`src/rtl/dds_pkg.sv`:
```
// rtl/dds_pkg.sv - shared constants for the DDS waveform path
package dds_pkg;

  localparam logic [3:0] WAVE_OFF = 4'b0000;
  localparam logic [3:0] WAVE_SIN = 4'b0001;
  localparam logic [3:0] WAVE_SQU = 4'b0010;
  localparam logic [3:0] WAVE_TRI = 4'b0100;
  localparam logic [3:0] WAVE_SAW = 4'b1000;

  // 20 ms hold at 50 MHz
  localparam int DEB_CNT_MAX = 999_999;

endpackage

```
`src/rtl/key_filter.sv`:
```
// rtl/key_filter.sv - synchroniser, saturating debounce counter and press flag for one key
module key_filter
  import dds_pkg::*;
#(
  parameter int CNT_MAX = DEB_CNT_MAX
) (
  input  logic sys_clk,
  input  logic sys_rst_n,
  input  logic key_in,
  output logic key_flag
);

  localparam int CW = $clog2(CNT_MAX + 1);
  localparam logic [CW-1:0] CNT_TOP = CW'(CNT_MAX);
  localparam logic [CW-1:0] CNT_PRE = CW'(CNT_MAX - 1);

  logic key_m;
  logic key_s;
  logic [CW-1:0] cnt;

  // Counter saturates at CNT_TOP so a held key flags once and never wraps.
  always_ff @(posedge sys_clk or negedge sys_rst_n) begin
    if (!sys_rst_n) begin
      key_m    <= 1'b1;
      key_s    <= 1'b1;
      cnt      <= '0;
      key_flag <= 1'b0;
    end else begin
      key_m    <= key_in;
      key_s    <= key_m;
      key_flag <= !key_s && (cnt == CNT_PRE);
      if (key_s) begin
        cnt <= '0;
      end else if (cnt < CNT_TOP) begin
        cnt <= cnt + 1'b1;
      end
    end
  end

endmodule

```
`src/rtl/key_wave_sel.sv`:
```
// rtl/key_wave_sel.sv - debounced key presses to one-hot waveform select with toggle-off
module key_wave_sel
  import dds_pkg::*;
#(
  parameter int CNT_MAX = DEB_CNT_MAX,
  parameter int KEY_W   = 4
) (
  input  logic             sys_clk,
  input  logic             sys_rst_n,
  input  logic [KEY_W-1:0] key_n,
  output logic [KEY_W-1:0] key_flag,
  output logic [KEY_W-1:0] wave_sel
);

  logic [KEY_W-1:0] pick;

  for (genvar g = 0; g < KEY_W; g++) begin : g_key
    key_filter #(
      .CNT_MAX(CNT_MAX)
    ) u_key_filter (
      .sys_clk  (sys_clk),
      .sys_rst_n(sys_rst_n),
      .key_in   (key_n[g]),
      .key_flag (key_flag[g])
    );
  end

  // Isolate the lowest set flag so simultaneous presses resolve to the lowest index.
  assign pick = key_flag & (~key_flag + KEY_W'(1));

  always_ff @(posedge sys_clk or negedge sys_rst_n) begin
    if (!sys_rst_n) begin
      wave_sel <= KEY_W'(WAVE_OFF);
    end else if (|key_flag) begin
      wave_sel <= (wave_sel == pick) ? '0 : pick;
    end
  end

endmodule

```
`config.mk`:
```
export PLATFORM = sky130hd
export DESIGN_NAME = key_wave_sel
export DESIGN_NICKNAME = d
export VERILOG_FILES = /design/src/rtl/dds_pkg.sv /design/src/rtl/key_filter.sv /design/src/rtl/key_wave_sel.sv
export SDC_FILE = /design/constraint.sdc
export NUM_CORES = 1
export LEC_CHECK = 0
export BUFFER_PORTS_ARGS = -buffer_cell sky130_fd_sc_hd__buf_4
export CAP_MARGIN = 10
export CELL_PAD_IN_SITES_DETAIL_PLACEMENT = 0
export CELL_PAD_IN_SITES_GLOBAL_PLACEMENT = 1
export CORE_ASPECT_RATIO = 1.5
export CORE_UTILIZATION = 30
export CTS_CLUSTER_SIZE = 28
export DETAILED_ROUTE_END_ITERATION = 6
export GPL_ROUTABILITY_DRIVEN = 0
export PLACE_DENSITY = 0.62
export SYNTH_ARGS = -nofsm -noshare
export SYNTH_HDL_FRONTEND = slang
export SYNTH_HIERARCHICAL = 1
export SYNTH_SLANG_ARGS = --single-unit
```
`constraint.sdc`:
```
create_clock -name sys_clk -period 2.2 [get_ports sys_clk]
set_input_delay 0.11 -clock sys_clk [delete_from_list [all_inputs] [get_ports sys_clk]]
set_output_delay 0.11 -clock sys_clk [all_outputs]
set_load 0.05 [all_outputs]
```
; Word level (Yosys, flattened, before mapping)
; Cells that the tools add are included.
[totals]
reg_bits = 96
in_bits = 6
output_inout_bits = 8
word_cells = 55
[classes]
addsub = 5
order_cmp = 4
n_eq_ne = 5
muxes = 9
bitwise_logic = 2
n_reduce_logical = 13
[ops]
columns = cell, n
row1 = $mux 20, 8
row2 = $add 20x1->20 const B, 4
row3 = $eq 20x20->1 const B, 4
row4 = $lt 20x20->1 const B, 4
row5 = $reduce_bool 2->1, 4
row6 = $add 4x1->4 const B, 1
row7 = $and 4x4->4, 1
row8 = $eq 4x4->1, 1
row9 = $logic_and 1x1->1, 4
row10 = $logic_not 1->1, 4
row11 = $mux 4, 1
row12 = $not 4->4, 1
row13 = $reduce_or 4->1, 1

; Longest topological paths before layout
; Gate-level depths: netlist of the first run.
[logic_depth]
word_depth = 5
ltp_mapped = 6
mapped_depth_nobuf = 5

; Hierarchy
; The synthesis of the first run kept the hierarchy.
[modules_own_cells]
columns = mod, instances, cells_per_inst, area_per_inst_um2, seq_area_each_um2
row1 = key_filter, 4, 129, 1261.2, 578.1
row2 = key_wave_sel, 1, 22, 224.0, 100.1

; Least setup slack after synthesis of the first run
; No wires, ideal clock.
[synth_path]
path_kind = register -> register
from = register g_key[0].u_key_filter.cnt[12]
to = register g_key[0].u_key_filter.cnt[9]
setup_time_ns = 0.125
arrival_time_ns = 2.138
slack_ns = -0.063
path_stages_with_launch = 7
synth_period_minus_slack_ns = 2.263
cell_sequence = dfrtp_1 or4_4 or3_4 nor4_4 buf_6 nor3_1 mux2_4
[synth_via]
elab_chain_cells = 2
[synth_lines]
columns = item, line
row1 = from (decl), key_filter.sv:19  ; logic [CW-1:0] cnt;
row2 = from (signal assigned), key_filter.sv:35  ; cnt <= cnt + 1'b1;
row3 = $lt 20x20->1, key_filter.sv:34  ; end else if (cnt < CNT_TOP) begin
row4 = $reduce_bool 2->1 (no line), -
; Every way passes these cells.
; A chain may end at the register's enable or synchronous reset.

; Final worst setup path of the first run
[layout_path]
from = register g_key[3].u_key_filter.cnt[12]
to = register g_key[3].u_key_filter.cnt[3]
[layout_via]
elab_chain_cells = 2
[layout_lines]
columns = item, line
row1 = from (decl), key_filter.sv:19
row2 = from (signal assigned), key_filter.sv:35
row3 = $lt 20x20->1, key_filter.sv:34
row4 = $reduce_bool 2->1 (no line), -
; Every way passes these cells.

==> flow_metrics.env, run 1 <==
export IMPL_status="completed"
export IMPL_fin_crit_sh=0.970
export IMPL_cpPeakStageDelay_ns=0.56
export IMPL_synth_cells=538
export IMPL_wl_um=12400
export IMPL_relSlewSlack=0.589
export IMPL_clk_path_buf_depth=2
export IMPL_cp_slowest_cell="or4_4"
export IMPL_ys_warn_count=6
export IMPL_clock_sink_count=96
export IMPL_antenna_found_initial=0
export IMPL_io_buffers=13
export IMPL_synth_net_count=552
export IMPL_clkPwrFrac=0.459
export IMPL_htree_levels=3
export IMPL_drive_gt1_frac=0.210
export IMPL_synth_top_area_cell="dfrtp_1"
export IMPL_grt_overflow=0
export IMPL_rsz0062_at_grt="yes"
export IMPL_holdWs_ns=0.298
export IMPL_drc=0
export IMPL_ys_seq_area_frac=0.458
export IMPL_numCtsBuffers=9
export IMPL_grt_use_total=0.149
export IMPL_wl_per_cell_um=15.2
export IMPL_critical_path_class="reg -> reg"
export IMPL_hold_path_class="in -> async"
export IMPL_yosysUniqueCellTypes=40
export IMPL_period_minus_slack_ns=2.13
export IMPL_worst_path_max_fanout=8
export IMPL_syn_to_final_growth_pct=19.7
export IMPL_crit_arrival_ns=2.41
export IMPL_crit_required_ns=2.48
export IMPL_grt_pass1_wl_um=21000
export IMPL_slew_violations=0
export IMPL_synthArstFlopShare=1.00
export IMPL_core_um2=17300
export IMPL_drtAntennaViolNets=0
export IMPL_setup_violations=0
export IMPL_switching_share=0.234
export IMPL_cell_internal_pwr_uw=2770
export IMPL_grt_max_degree=46
export IMPL_routedLengthMet1_um=5470
export IMPL_wl_met3_um=233
export IMPL_layout_setup_ws_ns=0.0667
export IMPL_cts_tree="yes"
export IMPL_drt_iter0_drc=154
export IMPL_p_sw_uw=845
export IMPL_seqPwrFrac=0.511
export IMPL_place_area_um2=5870
export IMPL_fin_nets=609
export IMPL_clock_skew_ns=0.0116
export IMPL_crit_path_start_kind="register"
export IMPL_cellPowerDensity_nw_per_um2=573
export IMPL_die_h_um=164
export IMPL_yosys_top_cells_area="dfrtp_1 42%, or3_1 5.7%, a21oi_1 5.4%"
export IMPL_hold_viol=0
export IMPL_syn_area_um2=5270
export IMPL_grt_pass1_vias=4458
export IMPL_initial_core_util=0.305
export IMPL_synth_top_area_frac=0.418
export IMPL_final_area_um2=6300
export IMPL_synth_top_cells_by_count="88 x dfrtp_1, 57 x a21oi_1, 48 x or3_1"
export IMPL_avgSynthCellArea_um2=9.79
export IMPL_p_comb_frac=0.030
export IMPL_utilization=0.365
export IMPL_synth_edff_count=0
export IMPL_clock_latency_ns=0.35
export IMPL_leakage_uw=0.00241
export IMPL_synth_most_common_cell="dfrtp_1"
export IMPL_cap_viol_max_count=0
export IMPL_clockRootBuffer="clkbuf_16"
export IMPL_fmax_mhz=469
export IMPL_die_width_um=110
export IMPL_highest_layer="met4"
export IMPL_worst_pin_slew_ns=0.616
export IMPL_path_cells="or4_4 > a211oi_4 > nor2_4 > or4_1 > a21oi_2"
export IMPL_dr_pass1_iters=4
export IMPL_antenna_cells=0
export IMPL_detail_route_vias_per_cell=5.49
export IMPL_ys_seq_elements=96
export IMPL_endpoint_kind="register"
export IMPL_power_total_uw=3620
export IMPL_wl_met2_um=6450
export IMPL_r2r_cells=5
export IMPL_row_count=59
export IMPL_hpwl_um=8630
export IMPL_dominantRegCellSynth="dfrtp_1"
export IMPL_clkSlewWorstSetupHoldPaths_ns=0.07
export IMPL_num_vias=4462
export IMPL_dp_worst_setup_slack_ns=0.0122
export IMPL_r2r_setup_slack_ns=0.07
export IMPL_die_area_um2=18100
export IMPL_io_pin_count=14
export IMPL_ir_worst_vdd_mv=0.348
metrics by stage:
stage | TNS [ns] | std cells
finish | 0 | 813
global placement | 0 | 789
floorplan | 0 | 538
detailed placement | 0 | 789
CTS | 0 | 810
global route | -0.0444 | 813
worst paths after layout:
path	startpoint	end
min in group sys_clk	g_key[3].u_key_filter/key_m	g_key[3].u_key_filter/key_s
worst max register to register	g_key[3].u_key_filter/cnt[12]	g_key[3].u_key_filter/cnt[3]
worst min register to register	g_key[3].u_key_filter/key_m	g_key[3].u_key_filter/key_s
worst max-delay path	g_key[3].u_key_filter/cnt[12]	g_key[3].u_key_filter/cnt[3]
worst min-delay path	sys_rst_n	g_key[0].u_key_filter/cnt[14]
max in group asynchronous	sys_rst_n	g_key[3].u_key_filter/key_s
critical path, delay by kind of cell (launching register included):
kind	cells	cell delay [ns]
compound gates	2	0.48
flops	1	0.38
simple gates	3	1.20
cell families (layout without fill, tap and decap cells):
logic type               Yosys count  after routing  synth area share
buffers and inverters             38             98            0.0337
adder cells (fa/ha/maj)            8              8            0.0190
flip-flops                        96             96             0.458
multiplexers                       8              8            0.0228
AO/OA/AOI/OAI                    143            145             0.176
XOR/XNOR                           9              9            0.0150
AND/OR/NAND/NOR                  236            236             0.275
timing repair:
item | 4_1_cts | 5_1_grt
setup endpoints to repair | 1 | 36
pin swaps | 0 | 8
gates cloned | 0 | 2
resized for setup | 1 | 9
setup buffers | 0 | 1
hold buffers | 5 | 0
hold endpoints to repair | 42 | 0
per-layer routing:
layer	global-route usage	vias up
met4	0.0598	0
li1	-	2179
met2	0.263	34
met1	0.176	2238
met3	0.0254	11
met5	0	-
power groups by stage:
stage	logic, µW	clock network [µW]	registers (µW)
after floorplan	59.4	0	1850
after global placement	105	0	1880
after detailed placement	106	0	1880
after CTS	115	1730	1850
after global routing	132	1780	1860
final	109	1660	1850
layout make-up:
class | instances | area [µm²]
clock buffer | 10 | 239
sequential | 96 | 2410
timing repair buffer | 60 | 463
inverter | 22 | 82.6
fill | 1765 | 11000
multi-input combinational | 406 | 2770
clock inverter | 6 | 72.6
tap | 213 | 267
registers in the layout, summed over array words and instances (netlist names):
name,flops
wave_sel,4
g_key.u_key_filter/key_s,4
g_key.u_key_filter/cnt,80
g_key.u_key_filter/key_flag,4
g_key.u_key_filter/key_m,4
cell usage in the layout (no fill, tap or decap), drive strengths merged, types with 9 or more instances in the layout:
cell,n
o31ai,12
a21oi,57
nor4,13
buf,55
nand2,17
nor2b,9
nand4,32
o21ai,46
nor3,9
or4,17
or3,52
nor2,36
nand3,24
dfrtp,88
clkbuf,10
inv,26
No activity file was read; power rests on OpenSTA's default activity.
==> run 2: changes to the inputs <==
- CORE_ASPECT_RATIO: 1.5 -> 0.75
- PLACE_DENSITY: 0.62 -> 0.66
==> run 2 against run 1 <==
Net effect:
- maximum frequency is 1.4% lower
- design area is 0.18% higher
- via count is 1.2% lower
- non-clock buffer count is 4 lower
- critical endpoint is now g_key[3].u_key_filter/cnt[7]
- largest cell class unchanged
==> flow_metrics.env, run 2 (synthesis results as in run 1) <==
export IMPL_status="completed"
export IMPL_r2r_setup_slack_ns=0.04
export IMPL_fin_nets=605
export IMPL_endpoint_kind="register"
export IMPL_layout_commonest_cell="dfrtp_1"
export IMPL_clock_sink_count=96
export IMPL_crit_required_ns=2.43
export IMPL_wl_per_cell_um=14.3
export IMPL_numCtsBuffers=9
export IMPL_worst_path_max_fanout=7
export IMPL_clockRootBuffer="clkbuf_16"
export IMPL_die_h_um=117
export IMPL_die_width_um=155
export IMPL_fillers=1716
export IMPL_clkSlewWorstSetupHoldPaths_ns=0.06
export IMPL_core_um2=17000
export IMPL_clock_skew_ns=0.00776
export IMPL_rsz0062_at_grt="yes"
export IMPL_clock_latency_ns=0.34
export IMPL_slew_violations=0
export IMPL_leakage_uw=0.00238
export IMPL_drive_gt1_frac=0.205
export IMPL_die_area_um2=18100
export IMPL_row_count=41
export IMPL_r2r_end="g_key[3].u_key_filter/cnt[7]"
export IMPL_cap_viol_max_count=0
export IMPL_syn_to_final_growth_pct=19.9
export IMPL_dpl_cell_count=805
export IMPL_io_pin_count=14
export IMPL_utilization=0.372
export IMPL_htree_levels=3
export IMPL_detail_route_vias_per_cell=5.30
export IMPL_fmax_mhz=462
export IMPL_hold_viol=0
export IMPL_fin_crit_sh=0.983
export IMPL_clk_path_buf_depth=2
export IMPL_ir_worst_vdd_mv=0.375
export IMPL_antenna_found_initial=0
export IMPL_holdWs_ns=0.320
export IMPL_grt_pass1_wl_um=20100
export IMPL_crit_path_start_kind="register"
export IMPL_largest_reg_flops=80
export IMPL_hold_path_class="in -> async"
export IMPL_crit_arrival_ns=2.39
export IMPL_initial_core_util=0.310
export IMPL_dr_pass1_iters=4
export IMPL_finalNonFillerCells=832
export IMPL_antenna_cells=0
export IMPL_ff_latch_area_um2=2410
export IMPL_grt_pass1_vias=4089
export IMPL_grt_use_total=0.137
export IMPL_drc=0
export IMPL_grt_max_degree=47
export IMPL_largest_register="g_key.u_key_filter/cnt"
export IMPL_io_buffers=13
export IMPL_rr_startpoint="g_key[3].u_key_filter/cnt[12]"
export IMPL_drtAntennaViolNets=0
export IMPL_cts_tree="yes"
export IMPL_multi_input_area_um2=2800
export IMPL_critical_path_class="reg -> reg"
export IMPL_r2r_cells=5
export IMPL_grt_overflow=0
export IMPL_relSlewSlack=0.592
export IMPL_drt_iter0_drc=348
export IMPL_wl_um=11900
export IMPL_worst_pin_slew_ns=0.612
export IMPL_setup_violations=0
export IMPL_final_cell_mix="88 x dfrtp_1, 54 x a21oi_1, 49 x buf_4"
export IMPL_cellPowerDensity_nw_per_um2=552
export IMPL_hpwl_um=8030
export IMPL_period_minus_slack_ns=2.16
export IMPL_num_vias=4409
[run 2: final cells by class]
| type | instances | share of cell area |
|---|---|---|
| Tap cell | 236 | 0.0468 |
| Clock inverter | 2 | 0.00555 |
| Clock buffer | 14 | 0.0386 |
| Sequential cell | 96 | 0.382 |
| Multi-Input combinational cell | 406 | 0.443 |
| Timing Repair Buffer | 56 | 0.0711 |
| Inverter | 22 | 0.0131 |
[run 2: how the worst max path moves through the flow]
stage	startpoint	cells past startpoint	endpoint	slack (ns)
finish	g_key[3].u_key_filter/cnt[12]	5	g_key[3].u_key_filter/cnt[7]	0.04
global route	g_key[3].u_key_filter/cnt[6]	5	g_key[3].u_key_filter/cnt[7]	-0.03
detailed placement	g_key[2].u_key_filter/cnt[12]	6	g_key[2].u_key_filter/cnt[1]	0.01
global placement	g_key[2].u_key_filter/cnt[12]	5	g_key[2].u_key_filter/cnt[5]	0.03
CTS	g_key[1].u_key_filter/cnt[12]	6	g_key[1].u_key_filter/cnt[18]	0.003
floorplan	g_key[0].u_key_filter/cnt[12]	6	g_key[0].u_key_filter/cnt[7]	0.03
[run 2: critical path: stages (launching register included)]
cell and delay, ns:
dfrtp_1 0.38, or4_4 0.56, a211oi_4 0.31, nor2_2 0.15
nor4_2 0.33, mux2_4 0.33
[run 2: repair_timing]
item | CTS | global route
cloned | 0 | 2
endpoints found under the setup margin | 5 | 37
hold buffers | 5 | 0
hold endpoints to repair | 46 | 0
buffers inserted | 0 | 4
resized for setup | 1 | 15
pin swaps | 0 | 12
[run 2: metal layers]
layer	vias to the layer above	routed length [µm]	track usage
li1	2177	-	-
met1	2166	6160	0.192
met2	56	5250	0.218
met3	10	307	0.0243
met4	0	142	0.0422
met5	-	0	0
[run 2: power by group]
part | internal, µW | switching (µW) | total [µW] | leakage (µW)
Sequential | 1800 | 56.3 | 1850 | 0.00130
Clock | 883 | 651 | 1530 | 0.000135
Combinational | 42.7 | 59.6 | 102 | 0.000940
Total | 2720 | 767 | 3490 | 0.00238
[run 2: metrics by stage]
| step | setup TNS, ns | total power [µW] | worst slack [ns] | area, µm² |
|---|---|---|---|---|
| 5_1_grt | -0.136 | 3650 | -0.0328 | 6320 |
| 3_5_place_dp | 0 | 1990 | 0.0124 | 5860 |
| 3_3_place_gp | 0 | 1980 | 0.0287 | 5860 |
| 2_1_floorplan | 0 | 1910 | 0.0338 | 5290 |
| 4_1_cts | 0 | 3560 | 0.00331 | 6200 |
| 6_report | 0 | 3490 | 0.0367 | 6320 |
